### src/rtl/mmio_axilite_master_if.sv
// AXI4-Lite bus bundle between the MMIO initiator and the emu-bus slaves.
// Master modport drives AW/W/AR and the B/R readies.
interface mmio_axilite_master_if;
    logic        awvalid;
    logic        awready;
    logic [31:0] awaddr;
    logic [2:0]  awprot;

    logic        wvalid;
    logic        wready;
    logic [31:0] wdata;
    logic [3:0]  wstrb;

    logic        bvalid;
    logic        bready;
    logic [1:0]  bresp;

    logic        arvalid;
    logic        arready;
    logic [31:0] araddr;
    logic [2:0]  arprot;

    logic        rvalid;
    logic        rready;
    logic [31:0] rdata;
    logic [1:0]  rresp;

    modport master (
        output awvalid, awaddr, awprot,
        input  awready,
        output wvalid, wdata, wstrb,
        input  wready,
        input  bvalid, bresp,
        output bready,
        output arvalid, araddr, arprot,
        input  arready,
        input  rvalid, rdata, rresp,
        output rready
    );

    modport slave (
        input  awvalid, awaddr, awprot,
        output awready,
        input  wvalid, wdata, wstrb,
        output wready,
        output bvalid, bresp,
        input  bready,
        input  arvalid, araddr, arprot,
        output arready,
        output rvalid, rdata, rresp,
        input  rready
    );
endinterface

### src/rtl/mmio_axilite_master.sv
// Single-outstanding AXI4-Lite initiator for CPU MMIO requests,
// with read/write completion counters for emulation debug.
module mmio_axilite_master (
    input  logic                         clk,
    input  logic                         rst,

    input  logic                         req_valid,
    output logic                         req_ready,
    input  logic                         req_wen,
    input  logic [31:0]                  req_addr,
    input  logic [31:0]                  req_wdata,
    input  logic [3:0]                   req_wstrb,

    output logic                         resp_valid,
    input  logic                         resp_ready,
    output logic [31:0]                  resp_rdata,
    output logic                         resp_err,

    mmio_axilite_master_if.master        m_axilite,

    output logic [31:0]                  rd_cnt,
    output logic [31:0]                  wr_cnt
);

    typedef enum logic [2:0] {
        IDLE,
        RD_ADDR,
        RD_DATA,
        WR_REQ,
        WR_RESP,
        RESP
    } state_t;

    state_t      state;
    logic [31:0] addr_q;
    logic [31:0] wdata_q;
    logic [3:0]  wstrb_q;
    logic        wen_q;
    logic        aw_pend;
    logic        w_pend;
    logic        aw_done;
    logic        w_done;

    // Every AXI output comes from a register or a state decode only.
    assign m_axilite.arvalid = (state == RD_ADDR);
    assign m_axilite.araddr  = addr_q;
    assign m_axilite.arprot  = 3'b000;
    assign m_axilite.rready  = (state == RD_DATA);

    assign m_axilite.awvalid = aw_pend;
    assign m_axilite.awaddr  = addr_q;
    assign m_axilite.awprot  = 3'b000;
    assign m_axilite.wvalid  = w_pend;
    assign m_axilite.wdata   = wdata_q;
    assign m_axilite.wstrb   = wstrb_q;
    assign m_axilite.bready  = (state == WR_RESP);

    assign req_ready  = (state == IDLE) && !rst;
    assign resp_valid = (state == RESP);

    // A channel counts as done if it already fired or fires this cycle.
    assign aw_done = !aw_pend || m_axilite.awready;
    assign w_done  = !w_pend  || m_axilite.wready;

    always_ff @(posedge clk) begin
        if (rst) begin
            state      <= IDLE;
            addr_q     <= '0;
            wdata_q    <= '0;
            wstrb_q    <= '0;
            wen_q      <= 1'b0;
            aw_pend    <= 1'b0;
            w_pend     <= 1'b0;
            resp_rdata <= '0;
            resp_err   <= 1'b0;
            rd_cnt     <= '0;
            wr_cnt     <= '0;
        end else begin
            unique case (state)
                IDLE: begin
                    if (req_valid) begin
                        addr_q  <= req_addr;
                        wdata_q <= req_wdata;
                        wstrb_q <= req_wstrb;
                        wen_q   <= req_wen;
                        if (req_wen) begin
                            aw_pend <= 1'b1;
                            w_pend  <= 1'b1;
                            state   <= WR_REQ;
                        end else begin
                            state   <= RD_ADDR;
                        end
                    end
                end
                RD_ADDR: begin
                    if (m_axilite.arready) begin
                        state <= RD_DATA;
                    end
                end
                RD_DATA: begin
                    if (m_axilite.rvalid) begin
                        resp_rdata <= m_axilite.rdata;
                        resp_err   <= m_axilite.rresp[1];
                        state      <= RESP;
                    end
                end
                WR_REQ: begin
                    if (m_axilite.awready) begin
                        aw_pend <= 1'b0;
                    end
                    if (m_axilite.wready) begin
                        w_pend <= 1'b0;
                    end
                    if (aw_done && w_done) begin
                        state <= WR_RESP;
                    end
                end
                WR_RESP: begin
                    if (m_axilite.bvalid) begin
                        resp_rdata <= '0;
                        resp_err   <= m_axilite.bresp[1];
                        state      <= RESP;
                    end
                end
                RESP: begin
                    if (resp_ready) begin
                        if (wen_q) begin
                            wr_cnt <= wr_cnt + 32'd1;
                        end else begin
                            rd_cnt <= rd_cnt + 32'd1;
                        end
                        state <= IDLE;
                    end
                end
                default: begin
                    state <= IDLE;
                end
            endcase
        end
    end

endmodule

### src/flat_wrapper.sv
// flat-port wrapper written by rule: the top's interface ports become plain ports
module mmio_axilite_master_flat 
  (clk, rst, req_valid, req_ready, req_wen, req_addr, req_wdata, req_wstrb, resp_valid, resp_ready, resp_rdata, resp_err, rd_cnt, wr_cnt, m_axilite_awvalid, m_axilite_awaddr, m_axilite_awprot, m_axilite_awready, m_axilite_wvalid, m_axilite_wdata, m_axilite_wstrb, m_axilite_wready, m_axilite_bvalid, m_axilite_bresp, m_axilite_bready, m_axilite_arvalid, m_axilite_araddr, m_axilite_arprot, m_axilite_arready, m_axilite_rvalid, m_axilite_rdata, m_axilite_rresp, m_axilite_rready);
  mmio_axilite_master_if m_axilite_i ();
  input  logic clk;
  input  logic rst;
  input  logic req_valid;
  output logic req_ready;
  input  logic req_wen;
  input  logic [31:0] req_addr;
  input  logic [31:0] req_wdata;
  input  logic [3:0] req_wstrb;
  output logic resp_valid;
  input  logic resp_ready;
  output logic [31:0] resp_rdata;
  output logic resp_err;
  output logic [31:0] rd_cnt;
  output logic [31:0] wr_cnt;
  output wire logic [$bits(m_axilite_i.awvalid)-1:0] m_axilite_awvalid;
  output wire logic [$bits(m_axilite_i.awaddr)-1:0] m_axilite_awaddr;
  output wire logic [$bits(m_axilite_i.awprot)-1:0] m_axilite_awprot;
  input wire logic [$bits(m_axilite_i.awready)-1:0] m_axilite_awready;
  output wire logic [$bits(m_axilite_i.wvalid)-1:0] m_axilite_wvalid;
  output wire logic [$bits(m_axilite_i.wdata)-1:0] m_axilite_wdata;
  output wire logic [$bits(m_axilite_i.wstrb)-1:0] m_axilite_wstrb;
  input wire logic [$bits(m_axilite_i.wready)-1:0] m_axilite_wready;
  input wire logic [$bits(m_axilite_i.bvalid)-1:0] m_axilite_bvalid;
  input wire logic [$bits(m_axilite_i.bresp)-1:0] m_axilite_bresp;
  output wire logic [$bits(m_axilite_i.bready)-1:0] m_axilite_bready;
  output wire logic [$bits(m_axilite_i.arvalid)-1:0] m_axilite_arvalid;
  output wire logic [$bits(m_axilite_i.araddr)-1:0] m_axilite_araddr;
  output wire logic [$bits(m_axilite_i.arprot)-1:0] m_axilite_arprot;
  input wire logic [$bits(m_axilite_i.arready)-1:0] m_axilite_arready;
  input wire logic [$bits(m_axilite_i.rvalid)-1:0] m_axilite_rvalid;
  input wire logic [$bits(m_axilite_i.rdata)-1:0] m_axilite_rdata;
  input wire logic [$bits(m_axilite_i.rresp)-1:0] m_axilite_rresp;
  output wire logic [$bits(m_axilite_i.rready)-1:0] m_axilite_rready;
  assign m_axilite_awvalid = m_axilite_i.awvalid;
  assign m_axilite_awaddr = m_axilite_i.awaddr;
  assign m_axilite_awprot = m_axilite_i.awprot;
  assign m_axilite_i.awready = m_axilite_awready;
  assign m_axilite_wvalid = m_axilite_i.wvalid;
  assign m_axilite_wdata = m_axilite_i.wdata;
  assign m_axilite_wstrb = m_axilite_i.wstrb;
  assign m_axilite_i.wready = m_axilite_wready;
  assign m_axilite_i.bvalid = m_axilite_bvalid;
  assign m_axilite_i.bresp = m_axilite_bresp;
  assign m_axilite_bready = m_axilite_i.bready;
  assign m_axilite_arvalid = m_axilite_i.arvalid;
  assign m_axilite_araddr = m_axilite_i.araddr;
  assign m_axilite_arprot = m_axilite_i.arprot;
  assign m_axilite_i.arready = m_axilite_arready;
  assign m_axilite_i.rvalid = m_axilite_rvalid;
  assign m_axilite_i.rdata = m_axilite_rdata;
  assign m_axilite_i.rresp = m_axilite_rresp;
  assign m_axilite_rready = m_axilite_i.rready;
  mmio_axilite_master u_core (.clk(clk), .rst(rst), .req_valid(req_valid), .req_ready(req_ready), .req_wen(req_wen), .req_addr(req_addr), .req_wdata(req_wdata), .req_wstrb(req_wstrb), .resp_valid(resp_valid), .resp_ready(resp_ready), .resp_rdata(resp_rdata), .resp_err(resp_err), .m_axilite(m_axilite_i), .rd_cnt(rd_cnt), .wr_cnt(wr_cnt));
endmodule
### config.mk
export PLATFORM = sky130hd
export DESIGN_NAME = mmio_axilite_master_flat
export DESIGN_NICKNAME = d
export VERILOG_FILES = /design/src/rtl/mmio_axilite_master_if.sv /design/src/rtl/mmio_axilite_master.sv /design/src/flat_wrapper.sv
export SDC_FILE = /design/constraint.sdc
export NUM_CORES = 1
export LEC_CHECK = 0
export CAP_MARGIN = 20
export CORE_UTILIZATION = 42
export DETAILED_ROUTE_END_ITERATION = 8
export PLACE_DENSITY = 0.8
export SLEW_MARGIN = 20
export SYNTH_ARGS = -nofsm -noshare
export SYNTH_HDL_FRONTEND = slang
export SYNTH_SLANG_ARGS = --single-unit
### constraint.sdc
create_clock -name clk -period 2.7 [get_ports clk]
set_input_delay 0.81 -clock clk [delete_from_list [all_inputs] [get_ports clk]]
set_output_delay 0.81 -clock clk [all_outputs]
set_load 0.01 [all_outputs]
==> results.md <==
* First-pass GRT wire length at between 30,000 and 40,000 um
* Critical path endpoint category: output port
* Clock transition at path regs at 0.07 ns
* Layout Nets at 1,252
* Worst Setup Start Kind: input port
* RSZ-0062 raised after global routing: no
* Via count of the first global-routing pass at 6,258
* CP max FO at 2
* Post-Place Worst Slack at -0.125 ns
* Pwr Total at 8.63 mW
* Final Non-Filler Cells at 1,369
* Top cells by area in the synthesized netlist: dfxtp_1, nand2_1, a21oi_1, nor2_1, mux2i_1
* CP arrival at 1.82 ns
* Post-Syn Instances at 868
* Worst-skew pair later-pin latency at 0.43 ns
* Synth Cell Area at about 0.0073 mm2
* Post-synth top area cell: dfxtp_1
* Final slew viol count at 0
* Syn avg cell area at 8.41 um2
* Vias/cell at between 4 and 5
* CTS max path bufs at 2
* Root buffer cell: clkbuf_16
* Cell Area, Placed at 0.0104 mm2
* MaxCap Viol Count at 0
* Top-area cell type share of the netlist area at 0.469
* GP Congestion at 0.803
* Slew HR at 0.444
* Detailed placer's ending HPWL at between 10,000 and 15,000 um
* Most used flip-flop cell after synthesis: dfxtp_1
* Hold Violations, Final at 0
* Tmin final at between 2 and 3 ns
* Required time of the worst setup path at 1.89 ns
* Slew @ Worst Pin at 0.834 ns
* CTS tree: yes
* Clock Sinks at 171
* GRT Resource Usage Total at 0.230
* Crit path kind: in -> out
* Pwr dens at 786 mW/mm2
* EDFF count, synth at 0
* Antenna viol nets, final at 0
* Drt wl/cell at 15.3 um
* Drt drc at 0
* Total grt overflow at 0
* Largest net degree at the start of global routing at 173
* Yosys cell types at 46
* Post-synthesis sequential area ratio at 0.469
* Die W at 134 um
* H-tree levels at 4
* Post-synth ARST share at 0
* Area of the die at 0.0179 mm2
* Setup tns final at 0 ns
* Placed Cells at 1,337
* Initial Utilization at 0.436
* Yosys warning count at 0
* Initial antenna violation count at 0
* Leak at just under 4 nW
* Peak supply drop at between 0.4 and 0.5 mV
* Antenna Cells at 0
* Num rows at 47
* Skew final at ~0.012 ns
* Die H at around 130 um
* Final setup fails at 0
* Final worst-path cycle share at 0.974
* Placeable Area at 0.0168 mm2
* Layout Utilization at 0.655
* Fmax at 0.380 GHz
* Port Buf Inserts at ~320
* Hold Crit Class: reg -> reg
* Setup WS post-layout at 0.0709 ns
* Share of cells above drive strength 1 at 0.0592
* Vias at 6,747
* Finished Cell Area at 0.0110 mm2
* Area Overhead vs Synth at 50.5%
* Final WL at 21,000 um
* Cts bufs inserted at 17
* Status: complete, no violations
* I/O pins at 324
* Fin Hold WS at roughly 0.45 ns
* Yosys reg bits at 171
* DRT iter0 DRCs at between 300 and 400
* DRT Pass-1 Iters at 5
==> cells in the final DEF, fill, tap and decap left out, types with 14 or more instances in the layout <==
cell,Yosys,routed
a21oi_1,88,88
xor2_1,36,36
xnor2_1,14,14
mux2i_1,33,33
nand3_1,22,22
nand2_1,163,162
nor2_1,90,90
nand4_1,27,27
dfxtp_1,171,170
buf_4,42,18
clkdlybuf4s50_1,0,314
clkbuf_16,0,17
nor2b_1,30,30
==> power breakdown <==
group / leakage (nW) / internal [mW] / switching [mW]
Sequential: 1.39 / 2.94 / 0.285
Combinational: 2.32 / 1.61 / 1.46
Clock: 0.261 / 1.24 / 1.09
==> cell families (layout without fill, tap and decap cells) <==
kind of cell,count (synthesis),in the layout,synth area share
AND/OR/NAND/NOR,401,401,0.263
flip-flops,171,171,0.469
AO/OA/AOI/OAI,108,108,0.0773
buffers and inverters,100,376,0.0780
XOR/XNOR,50,50,0.0600
multiplexers,35,35,0.0483
adder cells (fa/ha/maj),2,2,0.00343
other,1,6,0.000514
==> Yosys cell counts, drive strengths merged, types with 2 or more instances <==
cell    count
nand2     164
inv         8
nor4        5
or4         3
nor2b      30
nand3      22
clkbuf     35
and2b       3
and3        7
and4        9
or3        12
mux2        2
and2        8
nor3       11
nor2       90
nor3b       5
a21oi      88
xnor2      14
o21ai      12
buf        57
xor2       36
dfxtp     171
nand4      27
mux2i      33
ha          2
==> critical path, stage by stage <==
cell and delay [ns]:
buf_4 0.13, nor4_1 0.22, clkdlybuf4s50_1 0.65
==> per-layer routing <==
metal  share of wire  vias up  GRT usage  routed length [um]
li1                -     3372          -                   -
met1            0.42     3158      0.281                8800
met2            0.49      194      0.383               10300
met3           0.073       23     0.0733                1530
met4           0.016        0     0.0770                 341
met5               0        -          0                   0
==> state kept, by name, summed over array words and instances (netlist names) <==
register	flops
u_core.rd_cnt	32
u_core.resp_rdata	32
u_core.state	3
u_core.wr_cnt	32
u_core.m_axilite.araddr	32
u_core.m_axilite.wvalid	1
u_core.m_axilite.wdata	32
u_core.m_axilite.wstrb	4
u_core.m_axilite.awvalid	1
u_core.wen_q	1
u_core.resp_err	1
==> timing repair <==
| item | 4_1_cts | 5_1_grt |
|---|---|---|
| gates resized for setup | 1 | 0 |
| setup endpoints to repair | 1 | 0 |
| setup buffers | 0 | 0 |
| hold endpoints to repair | 0 | 0 |
| hold buffers | 0 | 0 |
==> path summary, 6_finish.rpt <==
check | start | to | slack [ns] | depth (start not counted)
worst max-delay path | rst | req_ready | 0.07 | 3
worst min-delay path | u_core.m_axilite.wdata[23]$_SDFFE_PP0P_ | u_core.m_axilite.wdata[23]$_SDFFE_PP0P_ | 0.45 | 2
worst max register to register | u_core.state[0]$_SDFFE_PP0P_ | u_core.wr_cnt[10]$_SDFFE_PP0P_ | 0.62 | 6
worst min register to register | u_core.m_axilite.wdata[23]$_SDFFE_PP0P_ | u_core.m_axilite.wdata[23]$_SDFFE_PP0P_ | 0.45 | 2
==> cell type report <==
cell class	instances	area, um2
Timing Repair Buffer	336	3360
Inverter	8	30.0
Sequential cell	171	3420
Tap cell	220	275
Clock buffer	19	453
Multi-Input combinational cell	602	3340
Clock inverter	13	106
Fill cell	1374	5780
Note: power is estimated with default switching activity, not from simulation.
